--- src/rtl/grad_descent_ctrl.sv ---
// Iteration controller for the 4D gradient-descent datapath: issues gradient
// requests, applies saturated steps and stops on convergence/limit/fault.
module grad_descent_ctrl #(
  parameter logic [15:0] MAX_ITER     = 16'd256,
  parameter logic [15:0] TOLERANCE    = 16'h0002,
  parameter logic [15:0] WAIT_TIMEOUT = 16'd1024
) (
  input  logic        clk,
  input  logic        rst_n,
  input  logic        start,
  input  logic        abort,
  input  logic [15:0] a_init,
  input  logic [15:0] b_init,
  input  logic [15:0] c_init,
  input  logic [15:0] d_init,
  output logic        grad_start,
  output logic [15:0] a_cur,
  output logic [15:0] b_cur,
  output logic [15:0] c_cur,
  output logic [15:0] d_cur,
  input  logic [31:0] grad_value,
  input  logic [15:0] a_diff,
  input  logic [15:0] b_diff,
  input  logic [15:0] c_diff,
  input  logic [15:0] d_diff,
  input  logic        grad_done,
  input  logic        grad_overflow,
  output logic        busy,
  output logic        done,
  output logic [1:0]  status,
  output logic [15:0] iter_count,
  output logic [31:0] value_out
);

  localparam int unsigned DW = 16;
  localparam int unsigned VW = 32;
  localparam int unsigned SW = 2;

  localparam logic [SW-1:0] ST_CONVERGED = 2'b00;
  localparam logic [SW-1:0] ST_MAX_ITER  = 2'b01;
  localparam logic [SW-1:0] ST_OVERFLOW  = 2'b10;
  localparam logic [SW-1:0] ST_ABORT     = 2'b11;

  typedef enum logic [2:0] {
    S_IDLE,
    S_LOAD,
    S_ISSUE,
    S_WAIT,
    S_UPDATE,
    S_CHECK,
    S_DONE
  } state_e;

  state_e        state_q, state_d;
  logic [DW-1:0] a_q, a_d, b_q, b_d, c_q, c_d, d_q, d_d;
  logic [DW-1:0] da_q, da_d, db_q, db_d, dc_q, dc_d, dd_q, dd_d;
  logic [DW-1:0] tmo_q, tmo_d;
  logic [DW-1:0] iter_q, iter_d;
  logic [VW-1:0] value_q, value_d;
  logic [SW-1:0] status_q, status_d;
  logic          grad_start_q, grad_start_d;
  logic          busy_q, busy_d;
  logic          done_q, done_d;
  logic          converged_c;
  logic          run_state_c;

  // 17-bit signed x - d, clamped to the Q8.8 range.
  function automatic logic [DW-1:0] sat_sub(input logic [DW-1:0] x,
                                            input logic [DW-1:0] d);
    logic [DW:0] r;
    r = {x[DW-1], x} - {d[DW-1], d};
    if (r[DW] != r[DW-1]) begin
      sat_sub = r[DW] ? 16'h8000 : 16'h7FFF;
    end else begin
      sat_sub = r[DW-1:0];
    end
  endfunction

  // Magnitude kept at 17 bits so that |0x8000| does not wrap.
  function automatic logic [DW:0] mag17(input logic [DW-1:0] d);
    logic [DW:0] ext;
    ext = {d[DW-1], d};
    mag17 = d[DW-1] ? ((DW+1)'(0) - ext) : ext;
  endfunction

  assign converged_c = (mag17(da_q) <= {1'b0, TOLERANCE}) &&
                       (mag17(db_q) <= {1'b0, TOLERANCE}) &&
                       (mag17(dc_q) <= {1'b0, TOLERANCE}) &&
                       (mag17(dd_q) <= {1'b0, TOLERANCE});

  assign run_state_c = (state_q != S_IDLE) && (state_q != S_DONE);

  // Next-state and register update logic.
  always_comb begin
    state_d  = state_q;
    a_d      = a_q;
    b_d      = b_q;
    c_d      = c_q;
    d_d      = d_q;
    da_d     = da_q;
    db_d     = db_q;
    dc_d     = dc_q;
    dd_d     = dd_q;
    tmo_d    = tmo_q;
    iter_d   = iter_q;
    value_d  = value_q;
    status_d = status_q;

    if (abort && run_state_c) begin
      status_d = ST_ABORT;
      state_d  = S_DONE;
    end else begin
      case (state_q)
        S_IDLE: begin
          if (start) state_d = S_LOAD;
        end
        S_LOAD: begin
          a_d      = a_init;
          b_d      = b_init;
          c_d      = c_init;
          d_d      = d_init;
          iter_d   = '0;
          status_d = ST_CONVERGED;
          state_d  = S_ISSUE;
        end
        S_ISSUE: begin
          tmo_d   = '0;
          state_d = S_WAIT;
        end
        S_WAIT: begin
          tmo_d = tmo_q + DW'(1);
          if (grad_done) begin
            if (grad_overflow) begin
              status_d = ST_OVERFLOW;
              state_d  = S_DONE;
            end else begin
              da_d    = a_diff;
              db_d    = b_diff;
              dc_d    = c_diff;
              dd_d    = d_diff;
              value_d = grad_value;
              state_d = S_UPDATE;
            end
          end else if ((tmo_q + DW'(1)) == WAIT_TIMEOUT) begin
            status_d = ST_ABORT;
            state_d  = S_DONE;
          end
        end
        S_UPDATE: begin
          a_d     = sat_sub(a_q, da_q);
          b_d     = sat_sub(b_q, db_q);
          c_d     = sat_sub(c_q, dc_q);
          d_d     = sat_sub(d_q, dd_q);
          iter_d  = iter_q + DW'(1);
          state_d = S_CHECK;
        end
        S_CHECK: begin
          if (converged_c) begin
            status_d = ST_CONVERGED;
            state_d  = S_DONE;
          end else if (iter_q == MAX_ITER) begin
            status_d = ST_MAX_ITER;
            state_d  = S_DONE;
          end else begin
            state_d = S_ISSUE;
          end
        end
        S_DONE: begin
          state_d = S_IDLE;
        end
        default: begin
          state_d = S_IDLE;
        end
      endcase
    end

    // Strobes are registered so they line up with the state they describe.
    grad_start_d = (state_d == S_ISSUE);
    done_d       = (state_d == S_DONE);
    busy_d       = (state_d != S_IDLE);
  end

  always_ff @(posedge clk or negedge rst_n) begin
    if (!rst_n) begin
      state_q      <= S_IDLE;
      a_q          <= '0;
      b_q          <= '0;
      c_q          <= '0;
      d_q          <= '0;
      da_q         <= '0;
      db_q         <= '0;
      dc_q         <= '0;
      dd_q         <= '0;
      tmo_q        <= '0;
      iter_q       <= '0;
      value_q      <= '0;
      status_q     <= '0;
      grad_start_q <= 1'b0;
      busy_q       <= 1'b0;
      done_q       <= 1'b0;
    end else begin
      state_q      <= state_d;
      a_q          <= a_d;
      b_q          <= b_d;
      c_q          <= c_d;
      d_q          <= d_d;
      da_q         <= da_d;
      db_q         <= db_d;
      dc_q         <= dc_d;
      dd_q         <= dd_d;
      tmo_q        <= tmo_d;
      iter_q       <= iter_d;
      value_q      <= value_d;
      status_q     <= status_d;
      grad_start_q <= grad_start_d;
      busy_q       <= busy_d;
      done_q       <= done_d;
    end
  end

  assign grad_start = grad_start_q;
  assign a_cur      = a_q;
  assign b_cur      = b_q;
  assign c_cur      = c_q;
  assign d_cur      = d_q;
  assign busy       = busy_q;
  assign done       = done_q;
  assign status     = status_q;
  assign iter_count = iter_q;
  assign value_out  = value_q;

endmodule

--- config.mk ---
export PLATFORM = sky130hd
export DESIGN_NAME = grad_descent_ctrl
export DESIGN_NICKNAME = d
export VERILOG_FILES = /design/src/rtl/grad_descent_ctrl.sv
export SDC_FILE = /design/constraint.sdc
export NUM_CORES = 1
export LEC_CHECK = 0
export CORE_MARGIN = 8
export CORE_UTILIZATION = 47
export DETAILED_ROUTE_END_ITERATION = 6
export PLACE_DENSITY = 0.77
export SYNTH_ARGS = -nofsm -noshare
export SYNTH_HDL_FRONTEND = slang
export SYNTH_SLANG_ARGS = --single-unit
--- constraint.sdc ---
create_clock -name clk -period 3.5 [get_ports clk]
set_clock_uncertainty 0.1 [all_clocks]
set_input_delay 0.35 -clock clk [delete_from_list [all_inputs] [get_ports clk]]
set_output_delay 0.35 -clock clk [all_outputs]
set_load 0.05 [all_outputs]
==> key figures <==
Logic synthesis
  • Mapped Nets: 1825
  • Main flop type after synthesis: dfrtp_1
  • Post-synthesis register bit count: 200
  • Ys async rst share: 100%
  • Post-Syn Area per Cell: 8.48 µm²
  • Number of warning messages in the yosys log: 0
  • Count of distinct cell types in the synthesized netlist: 81
  • Number of enable-type register cells in the synthesized netlist: 0
  • Gate Count Post-Synth: 1583
  • Share of synthesized area occupied by flip-flops and latches: 37.3%
  • Post-synthesis instance area: 13400 µm²

Setup path
  • Slowest stage cell on the critical path: or4_4
  • Capture instance of the worst register-to-register path: status[0]
  • CP Capture Type: flop
  • Largest stage delay on the critical path: 0.60 ns
  • Crit start category: flop
  • Cells along the critical path: or4_4 -> or3_4 -> a22oi_2 -> o22ai_1 -> nor4_2 -> nand4_1 -> or4_4 -> a2111o_1 -> o311a_1
  • Signal arrival time at the worst endpoint: 3.67 ns
  • Setup crit start: dd_q[0]
  • Required time reported for the critical path endpoint: 3.72 ns
  • Max Fanout on Critical Path: 5
  • R2R setup slack: 0.06 ns
  • Most Frequent Cell on Critical Path: or4_4
  • Crit Path Category: reg -> reg
  • Startpoint of the worst register-to-register path: dd_q[0]
  • Reg2reg path depth: 9

Finish
  • Fin nets: 2113
  • Final core occ: 62.2%
  • Synthesis-to-finish area growth: 31.4%
  • Finished Cell Area: 17600 µm²
  • Top library cells by usage in the layout, fill and taps aside: clkdlybuf4s50_1, dfrtp_1, o21ai_0
  • Leading cell type in the layout, fill and taps excluded: clkdlybuf4s50_1
  • Layout cell share with drive strength beyond 1: 8.55%

CTS
  • Inserted Clock Buffers: 17
  • CTS sink count: 200
  • Clock root buffer master: clkbuf_16
  • Clock slew seen by the registers of the worst setup and hold paths: 0.08 ns
  • Clock tree from TritonCTS: yes
  • Worst skew pair latency: 0.45 ns
  • # H-tree levels: 4
  • Maximum clock insertion buffer count: 2

GRT
  • Global-route wire length before repair: 68900 µm
  • Overall global routing resource usage: 25.0%
  • Maximum number of pins on one net before global-route repair: 72
  • Via count of the first global-routing pass: 13062
  • Number of antenna violations at the first check in global routing: 3
  • Final global-route overflow total: 0

Floorplan
  • Starting utilization of the core area: 47.3%
  • Vertical die dimension: 185 µm
  • Horizontal die dimension: 185 µm
  • Floorplan die area: 34200 µm²
  • Number of ports placed on the die boundary: 283
  • Number of placement rows: 62
  • Core Box Area: 28400 µm²

Timing
  • Unrepaired setup endpoints after global routing: yes
  • Final setup violation count: 0
  • Final count of pins violating max slew: 0
  • Final-layout worst hold slack: 0.332 ns
  • Hold Violations, Final: 0
  • Clock period minus worst slack: 3.44 ns
  • Transition time at the pin with the least slew margin: 0.751 ns
  • Final worst path period share: 98.4%
  • Max-Slew Margin vs Limit: 49.5%
  • Fmax: 0.290 GHz

Run status
  • Outcome: complete, no violations

Place
  • Final Wtd Congestion: 0.931
  • HPWL after DPL: 33700 µm
  • Port Buf Inserts: 282
  • Area post-placement: 16900 µm²

Routing
  • Initial DRC Count: 1059
  • Final wirelength: 43600 µm
  • Routed length per instance: 19.2 µm
  • Avg Vias per Cell: 5.84
  • DRT Pass-1 Iters: 5
  • Residual antenna-violating net count after detailed routing: 0
  • Total via count in the routed design: 13278
  • Final routed DRC violation total: 0

Pwr
  • Maximum VDD drop: 0.580 mV
  • Static power due to leakage: 7.55 nW
  • Power density relative to cell area: 1120 nW/µm²

Hold path
  • Worst hold-check path type: in -> async

Job
  • Max cap viols: 0
## logic make-up after synthesis
kind of cell,synth area share (%)
simple gates,20.0
compound gates,23.1
flops,37.3
buf+inv,4.70
fa+ha+maj,7.46
xor+xnor,4.11
mux,3.35
## cells in the mapped netlist (12+ instances only)
cell type  instances  share of area, %
xor2_1            24               1.6
clkbuf_1          65               1.8
nand3_1           45               1.7
or3_1             38               1.8
inv_1             96               2.7
nand2b_1          26               1.2
o211ai_1          18               1.0
ha_1              72               6.7
o31ai_1           22               1.2
nor2b_1           12              0.56
a21oi_1          106               4.0
o21ai_0          180               6.7
a211oi_1          13              0.73
nand4_1           22               1.0
o21a_1            17              0.95
mux2_2            32               2.7
a21o_1            18               1.0
xnor2_1           39               2.5
and3_1            29               1.4
nor2_1           113               3.2
a31oi_1           22               1.0
nor3_1            40               1.5
dfrtp_1          200                37
nand2_1          167               4.7
## registers in the layout, summed over array words and instances (netlist names), 3 cells and up
| signal | count |
|---|---|
| a_cur | 16 |
| b_cur | 16 |
| c_cur | 16 |
| d_cur | 16 |
| da_q | 16 |
| db_q | 16 |
| dc_q | 16 |
| dd_q | 16 |
| iter_count | 16 |
| state_q | 3 |
| tmo_q | 16 |
| value_out | 32 |
## routing by layer
layer / track usage [%] / up-vias / share of wire, %
li1: - / 6352 / -
met1: 33.1 / 6367 / 44
met2: 40.7 / 488 / 47
met3: 4.85 / 71 / 6.7
met4: 8.19 / 0 / 2.5
met5: 0 / - / 0
## per-stage QoR
stage / setup TNS (ns) / std cells / total power [mW] / setup slack (ns)
3_3_place_gp: 0 / 2232 / 17.1 / 0.0716
2_1_floorplan: 0 / 1583 / 13.4 / 0.117
3_5_place_dp: 0 / 2232 / 17.4 / 0.0174
6_report: 0 / 2272 / 19.7 / 0.0563
5_1_grt: -0.0638 / 2271 / 21.1 / -0.0638
4_1_cts: 0 / 2265 / 19.6 / 0.00235
## cell type report
type | count | area, µm²
inverter | 98 | 368
multi-input combinational | 1217 | 7860
clock buffer | 18 | 439
clock inverter | 14 | 174
timing repair buffer | 337 | 3300
sequential | 200 | 5010
fill | 2478 | 10700
antenna | 4 | 10.0
tap | 384 | 480
## power by group
part | switching, mW | leakage, nW | internal (mW)
logic | 7.90 | 4.85 | 5.21
registers | 1.20 | 2.40 | 3.33
clock network | 1.03 | 0.301 | 1.05
total | 10.1 | 7.55 | 9.59
## worst max path at each step
| stage | to |
|---|---|
| final | status[0] |
| after global routing | status[0] |
| after CTS | status[0] |
| after detailed placement | status[0] |
| after global placement | status[0] |
| after floorplan | b_cur[10] |
## worst max-delay path: cells and delay by family (launching register included)
kind | cells | cell delay (ns)
and+or+nand+nor | 5 | 1.94
AOI/OAI and AO/OA | 4 | 0.86
DFF | 1 | 0.43
## timing repair
action	CTS	global route
hold buffers	1	0
endpoints found under the setup margin	0	24
hold endpoints to repair	61	0
setup buffers	0	3
gates resized for setup	0	17
Note: power is estimated with default switching activity, not from simulation.
